[src/rtl/lcd_receive_if.sv]
// Request/response and LCD pad signals of lcd_receive.
// poll_start/poll_timeout exist only when LCD_BUSY_POLL_EN is defined.
interface lcd_receive_if;
   logic       start;
   logic       rs_sel;
   logic [7:0] lcd_d_in;
   logic       bus_req;
   logic       lcd_rs;
   logic       lcd_rw;
   logic       lcd_en;
   logic [7:0] rd_data;
   logic       busy_flag;
   logic [6:0] addr;
   logic       done_tick;
`ifdef LCD_BUSY_POLL_EN
   logic       poll_start;
   logic       poll_timeout;

   modport master (
      output start, rs_sel, poll_start, lcd_d_in,
      input  bus_req, lcd_rs, lcd_rw, lcd_en, rd_data, busy_flag, addr, done_tick, poll_timeout
   );
   modport slave (
      input  start, rs_sel, poll_start, lcd_d_in,
      output bus_req, lcd_rs, lcd_rw, lcd_en, rd_data, busy_flag, addr, done_tick, poll_timeout
   );
`else
   modport master (
      output start, rs_sel, lcd_d_in,
      input  bus_req, lcd_rs, lcd_rw, lcd_en, rd_data, busy_flag, addr, done_tick
   );
   modport slave (
      input  start, rs_sel, lcd_d_in,
      output bus_req, lcd_rs, lcd_rw, lcd_en, rd_data, busy_flag, addr, done_tick
   );
`endif
endinterface

[src/rtl/lcd_receive.sv]
// HD44780 8-bit read-cycle engine: single RS=0/RS=1 reads on request.
// Optional busy-flag polling is built when LCD_BUSY_POLL_EN is defined.
module lcd_receive #(
   parameter int unsigned T_AS   = 2,
   parameter int unsigned T_PW   = 12,
   parameter int unsigned T_HOLD = 2,
   parameter int unsigned T_REC  = 24
`ifdef LCD_BUSY_POLL_EN
   ,
   parameter int unsigned T_TO   = 255
`endif
) (
   input logic         clk,
   input logic         rst,
   lcd_receive_if.slave bus
);

   localparam logic [7:0] AsLoad   = 8'(T_AS - 1);
   localparam logic [7:0] PwLoad   = 8'(T_PW - 1);
   localparam logic [7:0] HoldLoad = 8'(T_HOLD - 1);
   localparam logic [7:0] RecLoad  = 8'(T_REC - 1);
`ifdef LCD_BUSY_POLL_EN
   localparam logic [7:0] ToLimit  = 8'(T_TO);
`endif

   typedef enum logic [2:0] {StIdle, StSetup, StEnhi, StHold, StRecov} state_e;

   // Reset asserts asynchronously but releases on a clock edge.
   logic [1:0] rst_sync_q;
   logic       rst_n;

   always_ff @(posedge clk or negedge rst) begin
      if (!rst) rst_sync_q <= 2'b00;
      else      rst_sync_q <= {rst_sync_q[0], 1'b1};
   end
   assign rst_n = rst_sync_q[1];

   state_e     state_q, state_d;
   logic [7:0] cnt_q, cnt_d;
   logic       bus_req_q, bus_req_d;
   logic       rs_q, rs_d;
   logic       rw_q, rw_d;
   logic       en_q, en_d;
   logic       done_q, done_d;
   logic [7:0] rd_data_q, rd_data_d;
   logic       busy_q, busy_d;
   logic [6:0] addr_q, addr_d;
   logic [7:0] d_sync_q;
   logic       launch;
`ifdef LCD_BUSY_POLL_EN
   logic       poll_q, poll_d;
   logic [7:0] poll_cnt_q, poll_cnt_d;
   logic       timeout_q, timeout_d;
`endif

   always_comb begin
      state_d   = state_q;
      cnt_d     = cnt_q;
      bus_req_d = bus_req_q;
      rs_d      = rs_q;
      rw_d      = rw_q;
      en_d      = en_q;
      done_d    = 1'b0;
      rd_data_d = rd_data_q;
      busy_d    = busy_q;
      addr_d    = addr_q;
      launch    = 1'b0;
`ifdef LCD_BUSY_POLL_EN
      poll_d     = poll_q;
      poll_cnt_d = poll_cnt_q;
      timeout_d  = timeout_q;
`endif

      unique case (state_q)
         StIdle: begin
`ifdef LCD_BUSY_POLL_EN
            if (bus.poll_start) begin
               poll_d     = 1'b1;
               poll_cnt_d = 8'd0;
               timeout_d  = 1'b0;
               rs_d       = 1'b0;
               launch     = 1'b1;
            end else if (bus.start) begin
               poll_d    = 1'b0;
               timeout_d = 1'b0;
               rs_d      = bus.rs_sel;
               launch    = 1'b1;
            end
`else
            if (bus.start) begin
               rs_d   = bus.rs_sel;
               launch = 1'b1;
            end
`endif
         end
         StSetup: begin
            if (cnt_q == 8'd0) begin
               en_d    = 1'b1;
               cnt_d   = PwLoad;
               state_d = StEnhi;
            end else begin
               cnt_d = cnt_q - 8'd1;
            end
         end
         StEnhi: begin
            if (cnt_q == 8'd0) begin
               // d_sync_q holds the bus as it was one cycle before EN falls.
               rd_data_d = d_sync_q;
               if (!rs_q) begin
                  busy_d = d_sync_q[7];
                  addr_d = d_sync_q[6:0];
               end
`ifdef LCD_BUSY_POLL_EN
               if (poll_q) poll_cnt_d = poll_cnt_q + 8'd1;
`endif
               en_d    = 1'b0;
               cnt_d   = HoldLoad;
               state_d = StHold;
            end else begin
               cnt_d = cnt_q - 8'd1;
            end
         end
         StHold: begin
            if (cnt_q == 8'd0) begin
               rw_d      = 1'b0;
               rs_d      = 1'b0;
               bus_req_d = 1'b0;
               cnt_d     = RecLoad;
               state_d   = StRecov;
            end else begin
               cnt_d = cnt_q - 8'd1;
            end
         end
         StRecov: begin
            if (cnt_q == 8'd0) begin
`ifdef LCD_BUSY_POLL_EN
               if (poll_q && rd_data_q[7] && (poll_cnt_q != ToLimit)) begin
                  launch = 1'b1;
               end else begin
                  done_d    = 1'b1;
                  state_d   = StIdle;
                  timeout_d = poll_q & rd_data_q[7];
                  poll_d    = 1'b0;
               end
`else
               done_d  = 1'b1;
               state_d = StIdle;
`endif
            end else begin
               cnt_d = cnt_q - 8'd1;
            end
         end
         default: state_d = StIdle;
      endcase

      if (launch) begin
         state_d   = StSetup;
         cnt_d     = AsLoad;
         bus_req_d = 1'b1;
         rw_d      = 1'b1;
         en_d      = 1'b0;
      end
   end

   always_ff @(posedge clk or negedge rst_n) begin
      if (!rst_n) begin
         state_q   <= StIdle;
         cnt_q     <= 8'd0;
         bus_req_q <= 1'b0;
         rs_q      <= 1'b0;
         rw_q      <= 1'b0;
         en_q      <= 1'b0;
         done_q    <= 1'b0;
         rd_data_q <= 8'd0;
         busy_q    <= 1'b1;
         addr_q    <= 7'd0;
         d_sync_q  <= 8'd0;
`ifdef LCD_BUSY_POLL_EN
         poll_q     <= 1'b0;
         poll_cnt_q <= 8'd0;
         timeout_q  <= 1'b0;
`endif
      end else begin
         state_q   <= state_d;
         cnt_q     <= cnt_d;
         bus_req_q <= bus_req_d;
         rs_q      <= rs_d;
         rw_q      <= rw_d;
         en_q      <= en_d;
         done_q    <= done_d;
         rd_data_q <= rd_data_d;
         busy_q    <= busy_d;
         addr_q    <= addr_d;
         d_sync_q  <= bus.lcd_d_in;
`ifdef LCD_BUSY_POLL_EN
         poll_q     <= poll_d;
         poll_cnt_q <= poll_cnt_d;
         timeout_q  <= timeout_d;
`endif
      end
   end

   assign bus.bus_req   = bus_req_q;
   assign bus.lcd_rs    = rs_q;
   assign bus.lcd_rw    = rw_q;
   assign bus.lcd_en    = en_q;
   assign bus.rd_data   = rd_data_q;
   assign bus.busy_flag = busy_q;
   assign bus.addr      = addr_q;
   assign bus.done_tick = done_q;
`ifdef LCD_BUSY_POLL_EN
   assign bus.poll_timeout = timeout_q;
`endif

endmodule

[src/flat_wrapper.sv]
// flat-port wrapper written by rule: the top's interface ports become plain ports
module lcd_receive_flat 
#(
   parameter int unsigned T_AS   = 2,
   parameter int unsigned T_PW   = 12,
   parameter int unsigned T_HOLD = 2,
   parameter int unsigned T_REC  = 24

)
  (clk, rst, bus_start, bus_rs_sel, bus_lcd_d_in, bus_bus_req, bus_lcd_rs, bus_lcd_rw, bus_lcd_en, bus_rd_data, bus_busy_flag, bus_addr, bus_done_tick);
  lcd_receive_if bus_i ();
  input logic clk;
  input logic rst;
  input wire logic [$bits(bus_i.start)-1:0] bus_start;
  input wire logic [$bits(bus_i.rs_sel)-1:0] bus_rs_sel;
  input wire logic [$bits(bus_i.lcd_d_in)-1:0] bus_lcd_d_in;
  output wire logic [$bits(bus_i.bus_req)-1:0] bus_bus_req;
  output wire logic [$bits(bus_i.lcd_rs)-1:0] bus_lcd_rs;
  output wire logic [$bits(bus_i.lcd_rw)-1:0] bus_lcd_rw;
  output wire logic [$bits(bus_i.lcd_en)-1:0] bus_lcd_en;
  output wire logic [$bits(bus_i.rd_data)-1:0] bus_rd_data;
  output wire logic [$bits(bus_i.busy_flag)-1:0] bus_busy_flag;
  output wire logic [$bits(bus_i.addr)-1:0] bus_addr;
  output wire logic [$bits(bus_i.done_tick)-1:0] bus_done_tick;
  assign bus_i.start = bus_start;
  assign bus_i.rs_sel = bus_rs_sel;
  assign bus_i.lcd_d_in = bus_lcd_d_in;
  assign bus_bus_req = bus_i.bus_req;
  assign bus_lcd_rs = bus_i.lcd_rs;
  assign bus_lcd_rw = bus_i.lcd_rw;
  assign bus_lcd_en = bus_i.lcd_en;
  assign bus_rd_data = bus_i.rd_data;
  assign bus_busy_flag = bus_i.busy_flag;
  assign bus_addr = bus_i.addr;
  assign bus_done_tick = bus_i.done_tick;
  lcd_receive #(.T_AS(T_AS), .T_PW(T_PW), .T_HOLD(T_HOLD), .T_REC(T_REC)) u_core (.clk(clk), .rst(rst), .bus(bus_i));
endmodule
[config.mk]
export PLATFORM = sky130hd
export DESIGN_NAME = lcd_receive_flat
export DESIGN_NICKNAME = d
export VERILOG_FILES = /design/src/rtl/lcd_receive_if.sv /design/src/rtl/lcd_receive.sv /design/src/flat_wrapper.sv
export SDC_FILE = /design/constraint.sdc
export NUM_CORES = 1
export LEC_CHECK = 0
export BUFFER_PORTS_ARGS = -buffer_cell sky130_fd_sc_hd__buf_4
export CORE_MARGIN = 5
export CORE_UTILIZATION = 53
export DETAILED_ROUTE_END_ITERATION = 12
export PLACE_DENSITY = 0.82
export SLEW_MARGIN = 20
export SYNTH_ARGS = -nofsm -noshare
export SYNTH_HDL_FRONTEND = slang
export SYNTH_SLANG_ARGS = --single-unit
[constraint.sdc]
create_clock -name clk -period 2.33 [get_ports clk]
set_input_delay 0.466 -clock clk [delete_from_list [all_inputs] [get_ports clk]]
set_output_delay 0.466 -clock clk [all_outputs]
set_load 0.01 [all_outputs]
### Yosys cells after proc, flatten, opt, wreduce, memory -nomap -nowiden

Cells that the tools add are included.

| word-level totals | value |
|---|---|
| flip-flop bits (word level) | 41 |
| bits of input ports | 12 |
| output and inout bits | 21 |
| word-level logic and storage cells | 63 |

| cells by class | value |
|---|---|
| equal/unequal tests | 12 |
| reduce and logical (&&, ||, !) cells | 14 |
| add/sub/neg operators | 1 |
| bitwise operators | 1 |
| mux-type cells | 24 |

Operators with widths:

| operator | number |
|---|---|
| $mux 8 | 5 |
| $pmux 8 s4 | 1 |
| $mux 3 | 5 |
| $pmux 3 s5 | 1 |
| $ne 3x1->1 const B | 4 |
| $mux 1 | 10 |
| $reduce_and 3->1 | 3 |
| $logic_not 8->1 | 1 |
| $sub 8x1->8 const B | 1 |
| $eq 3x2->1 const B | 2 |
| $reduce_and 2->1 | 3 |
| $reduce_bool 2->1 | 3 |
| $reduce_and 5->1 | 1 |
| $reduce_bool 5->1 | 1 |
| $ne 2x1->1 const B | 2 |
| $pmux 1 s2 | 2 |
| $eq 3x1->1 const B | 1 |
| $eq 3x3->1 const B | 1 |
| $logic_not 3->1 | 1 |
| $ne 3x2->1 const B | 1 |
| $reduce_bool 3->1 | 1 |
| $ne 2x2->1 const B | 1 |
| $not 1->1 | 1 |

### Depth between registers and ports, before layout

| logic depth | value |
|---|---|
| depth after elaboration | 4 |
| depth in mapped cells | 7 |
| mapped depth without buffers | 6 |

### Worst setup path after synthesis

Ideal clock, no wire load.

| path | value |
|---|---|
| path kind | flip-flop to flip-flop |
| from | reg u_core.cnt_q[0] |
| to | reg u_core.addr_q[0] (netlist: u_core.bus.addr[0]) |
| data arrival time | 2.194 ns |
| period minus slack after synthesis | 2.319 ns |
| buffers on the path | 1 |
| setup slack | 0.011 ns |
| library setup time | 0.125 ns |
| cell stages (with the launch flop) | 8 |
| cell sequence | dfrtp_1 -> inv_1 -> ha_1 -> or4b_4 -> or4_1 -> buf_4 -> nor2_8 -> mux2_2 |

| on the way | value |
|---|---|
| word-level cells in the longest chain between the ends | 2 |

Ends and longest elaborated chain:

| item | RTL line | text |
|---|---|---|
| from (decl) | lcd_receive.sv:39 | `logic [7:0] cnt_q, cnt_d;` |
| from (signal assigned) | lcd_receive.sv:185 | `cnt_q <= cnt_d;` |
| $logic_not 8->1 | lcd_receive.sv:106 | `if (cnt_q == 8'd0) begin` |
| $reduce_and 3->1 (no source line) | - |  |
| to (signal assigned) | lcd_receive.sv:193 | `addr_q <= addr_d;` |
| to (decl) | lcd_receive.sv:47 | `logic [6:0] addr_q, addr_d;` |

No other way between the ends.
A chain may end at the register's enable or synchronous reset.

### Worst setup path in the final report

| path | value |
|---|---|
| from | reg u_core.cnt_q[1] |
| to | reg u_core.addr_q[0] (netlist: u_core.bus.addr[0]) |

The elaborated chain is that of the path after synthesis.

==> impl_metrics.csv <==
group,metric,value,unit
power_and_ir_drop,p_per_area,1017,nW/µm²
critical_path,cp.arrival,2450,ps
timing,tns,0,ps
logic_synthesis,ys_seq_elements,41,
critical_path,crit_buf_inv,1,
drt,vias,1506,
placed_design,port-buffer-count,32,
drt,drt.antenna.violating_nets,0,
die,initial_core_util,55.85,%
grt,antenna_found_initial,0,
drt,vias_per_cell,5.815,
critical_path,max_stage_delay,470,ps
grt,grt_max_degree,40,
timing,final-hold-violation-count,0,
timing,final.period_utilization,95.41,%
layout,layout.nets,226,
clock_tree,clk_pin_slew,120,ps
layout,final_area,2354,µm²
timing,clock_skew,5.497,ps
logic_synthesis,synth_top_area_share,52.88,%
min_path,hold_depth,1,
clock_tree,cts_tree,"built",
clock_tree,htreeDepth,2,
critical_path,cp_max_fo,8,
grt,grt_first_pass_wirelength,7065,µm
logic_synthesis,synth_area_leaders,"dfrtp_1, mux2_2, nand2_1, nor2_1, a21oi_1",
logic_synthesis,yosysMostFrequentCell,"dfrtp_1",
critical_path,critPathRequiredTime,2560,ps
timing,slew_headroom,53.76,%
drt,first_pass_iters,4,
clock_tree,clk-insertion-delay-late,330,ps
drt,drtIter0Drc,92,
logic_synthesis,synthCells,165,
logic_synthesis,synth_area,1893,µm²
logic_synthesis,synth_warnings,0,
critical_path,r2r-start,"u_core.cnt_q[1]",
die,dieArea,4867,µm²
min_path,hp-start,"bus_lcd_d_in[3]",
clock_tree,cts.sinks,41,
logic_synthesis,synth-edff-count,0,
critical_path,crit_path_start,"u_core.cnt_q[1]",
logic_synthesis,synth_nets,179,
grt,grt.overflow.total,0,
die,die_w,69.77,µm
logic_synthesis,synth_cell_type_count,49,
timing,max_freq,449.8,MHz
drt,drc,0,
die,fp-row-count,21,
drt,routedWlPerCell,15.56,µm
clock_tree,cts_buffers,5,
logic_synthesis,yosys-top-cells-count,"dfrtp_1, mux2_2, nand2_1, nor2_1",
critical_path,crit_chain,"inv_1, ha_1, or4b_4, or4_4, nor2_8, mux2_2",
grt,grt_pass1_vias,1477,
power_and_ir_drop,ir_drop,0.0005323,V
timing,slew_violations,0,
layout,final_layout_size_suffix_gt1_share,37.56,%
timing,tightest_slew,683.9,ps
critical_path,cpLargestDelayFamily,"simple AND/OR/NAND/NOR gates",
critical_path,regToRegSetupSlack,110,ps
placed_design,preCtsSetupSlack,-10.34,ps
layout,nFillCells,245,
die,core-area,3390,µm²
logic_synthesis,synthArstFlopShare,100.0,%
drt,routed_wl,4031,µm
critical_path,cpMaxStageDelayCell,"or4_4",
die,die_h,69.77,µm
placed_design,gp_congestion,0.8702,
die,ioPinCount,33,
timing,setup_ws,107.0,ps
clock_tree,clock_path_buffers,2,
critical_path,cp-end-kind,"flip-flop",
placed_design,dp_hpwl,3082,µm
critical_path,start_kind,"flip-flop",
clock_tree,cts_setup_buffers,0,
run,maxCapViolCount,0,
outcome,status,"complete, no violations",
critical_path,path_class,"reg2reg",
grt,grt_usage,17.61,%
timing,setup-violations-final,0,
critical_path,r2r_cells,6,
power_and_ir_drop,leakagePower,1.148,nW
placed_design,dpl_cell_area,2275,µm²
timing,fin_crit,2223,ps
layout,multiInputGateArea,807.0,µm²
logic_synthesis,synthFlopType,"dfrtp_1",
logic_synthesis,yosysTopAreaCell,"dfrtp_1",
logic_synthesis,syn_area_per_cell,11.47,µm²
timing,rsz0062_at_grt,"no",
layout,insertedDiodeCount,0,
clock_tree,root_buffer,"clkbuf_4",
layout,areaGrowthSynthToFinish,24.32,%
min_path,hold_class,"in2reg",
logic_synthesis,synth-seq-area-share,54.26,%
layout,register_area,1027,µm²
critical_path,cp_num_cells,6,
[logic make-up (layout without fill, tap and decap cells)]
logic type,Yosys count,count (layout),share of synthesized area [%]
AO/OA/AOI/OAI,39,39,15.14
XOR/XNOR,1,1,0.4627
adder cells (fa/ha/maj),2,2,1.322
buffers and inverters,14,62,3.304
flip-flops,41,41,54.26
multiplexers,17,17,10.05
other,1,1,0.1981
AND/OR/NAND/NOR,50,50,15.27
[layout by cell type, fill, tap and decap left out, types with 2 or more instances in the layout]
cell	synthesis	final
ha_1	2	2
mux2_2	14	14
a21o_1	2	2
o21ai_0	4	4
o31ai_1	4	4
dfrtp_1	40	40
a211oi_1	2	2
or3b_2	2	2
nand2b_1	5	5
nand2_1	10	10
or4_1	3	2
a22oi_1	2	2
buf_4	2	50
mux2_1	2	2
a22o_1	2	2
o211ai_1	3	3
nor3_1	4	4
nor2_1	10	10
or3_1	2	2
nand3_1	3	3
a21oi_1	7	7
clkbuf_4	0	5
o41ai_1	3	3
nor2b_1	3	3
inv_1	3	3
[report_power, final]
group          leakage [nW]  switching, mW  internal (mW)  total [mW]
registers             0.516          0.110          0.859       0.970
logic                 0.594          0.554          0.501        1.05
clock network        0.0382          0.223          0.147       0.370
total                  1.15          0.887           1.51        2.39
[through the flow]
| stage | std cells | total power, mW | util (%) | hold WS [ps] |
|---|---|---|---|---|
| floorplan | 165 | 1.615 | - | 170.4 |
| global placement | 250 | 1.987 | 67.11 | 248.5 |
| detailed placement | 250 | 2.027 | 67.11 | 251.6 |
| CTS | 259 | 2.401 | 69.44 | 216.8 |
| global route | 259 | 2.577 | 69.44 | 194.2 |
| finish | 259 | 2.394 | 69.44 | 228.0 |
[cell type report]
| type | count | area share [%] |
|---|---|---|
| Inverter | 3 | 0.4785 |
| Multi-Input combinational cell | 110 | 34.29 |
| Sequential cell | 41 | 43.65 |
| Clock inverter | 2 | 0.5848 |
| Tap cell | 46 | 2.446 |
| Clock buffer | 6 | 2.180 |
| Timing Repair Buffer | 51 | 16.37 |
[flip-flops by register name (all words and copies together) (netlist names)]
name                  cells
u_core.bus.lcd_en         1
u_core.bus.addr           7
u_core.bus.busy_flag      1
u_core.bus.rd_data        8
u_core.d_sync_q           8
u_core.cnt_q              8
u_core.rst_sync_q         2
u_core.bus.lcd_rs         1
u_core.state_q            3
u_core.bus.done_tick      1
u_core.bus.bus_req        1
[metal layers]
layer / vias up / GRT usage, % / wire length, µm
met5: - / 0 / 0
met4: 0 / 4.468 / 50
met3: 8 / 4.203 / 266
met2: 60 / 29.59 / 2060
met1: 737 / 22.81 / 1654
li1: 701 / - / -
[what timing repair did]
action	CTS	global route
pin swaps	0	2
hold endpoints to repair	2	0
hold buffers	1	0
gates resized for setup	1	0
setup endpoints to repair	7	7
[path summary, 6_finish.rpt]
check / end
worst max-delay path: u_core.bus.addr[0]
worst min-delay path: u_core.d_sync_q[3]
worst max register to register: u_core.bus.addr[0]
worst min register to register: u_core.d_sync_q[2]
max in group asynchronous: u_core.bus.busy_flag
min in group asynchronous: u_core.d_sync_q[2]
No activity file was read; power rests on OpenSTA's default activity.
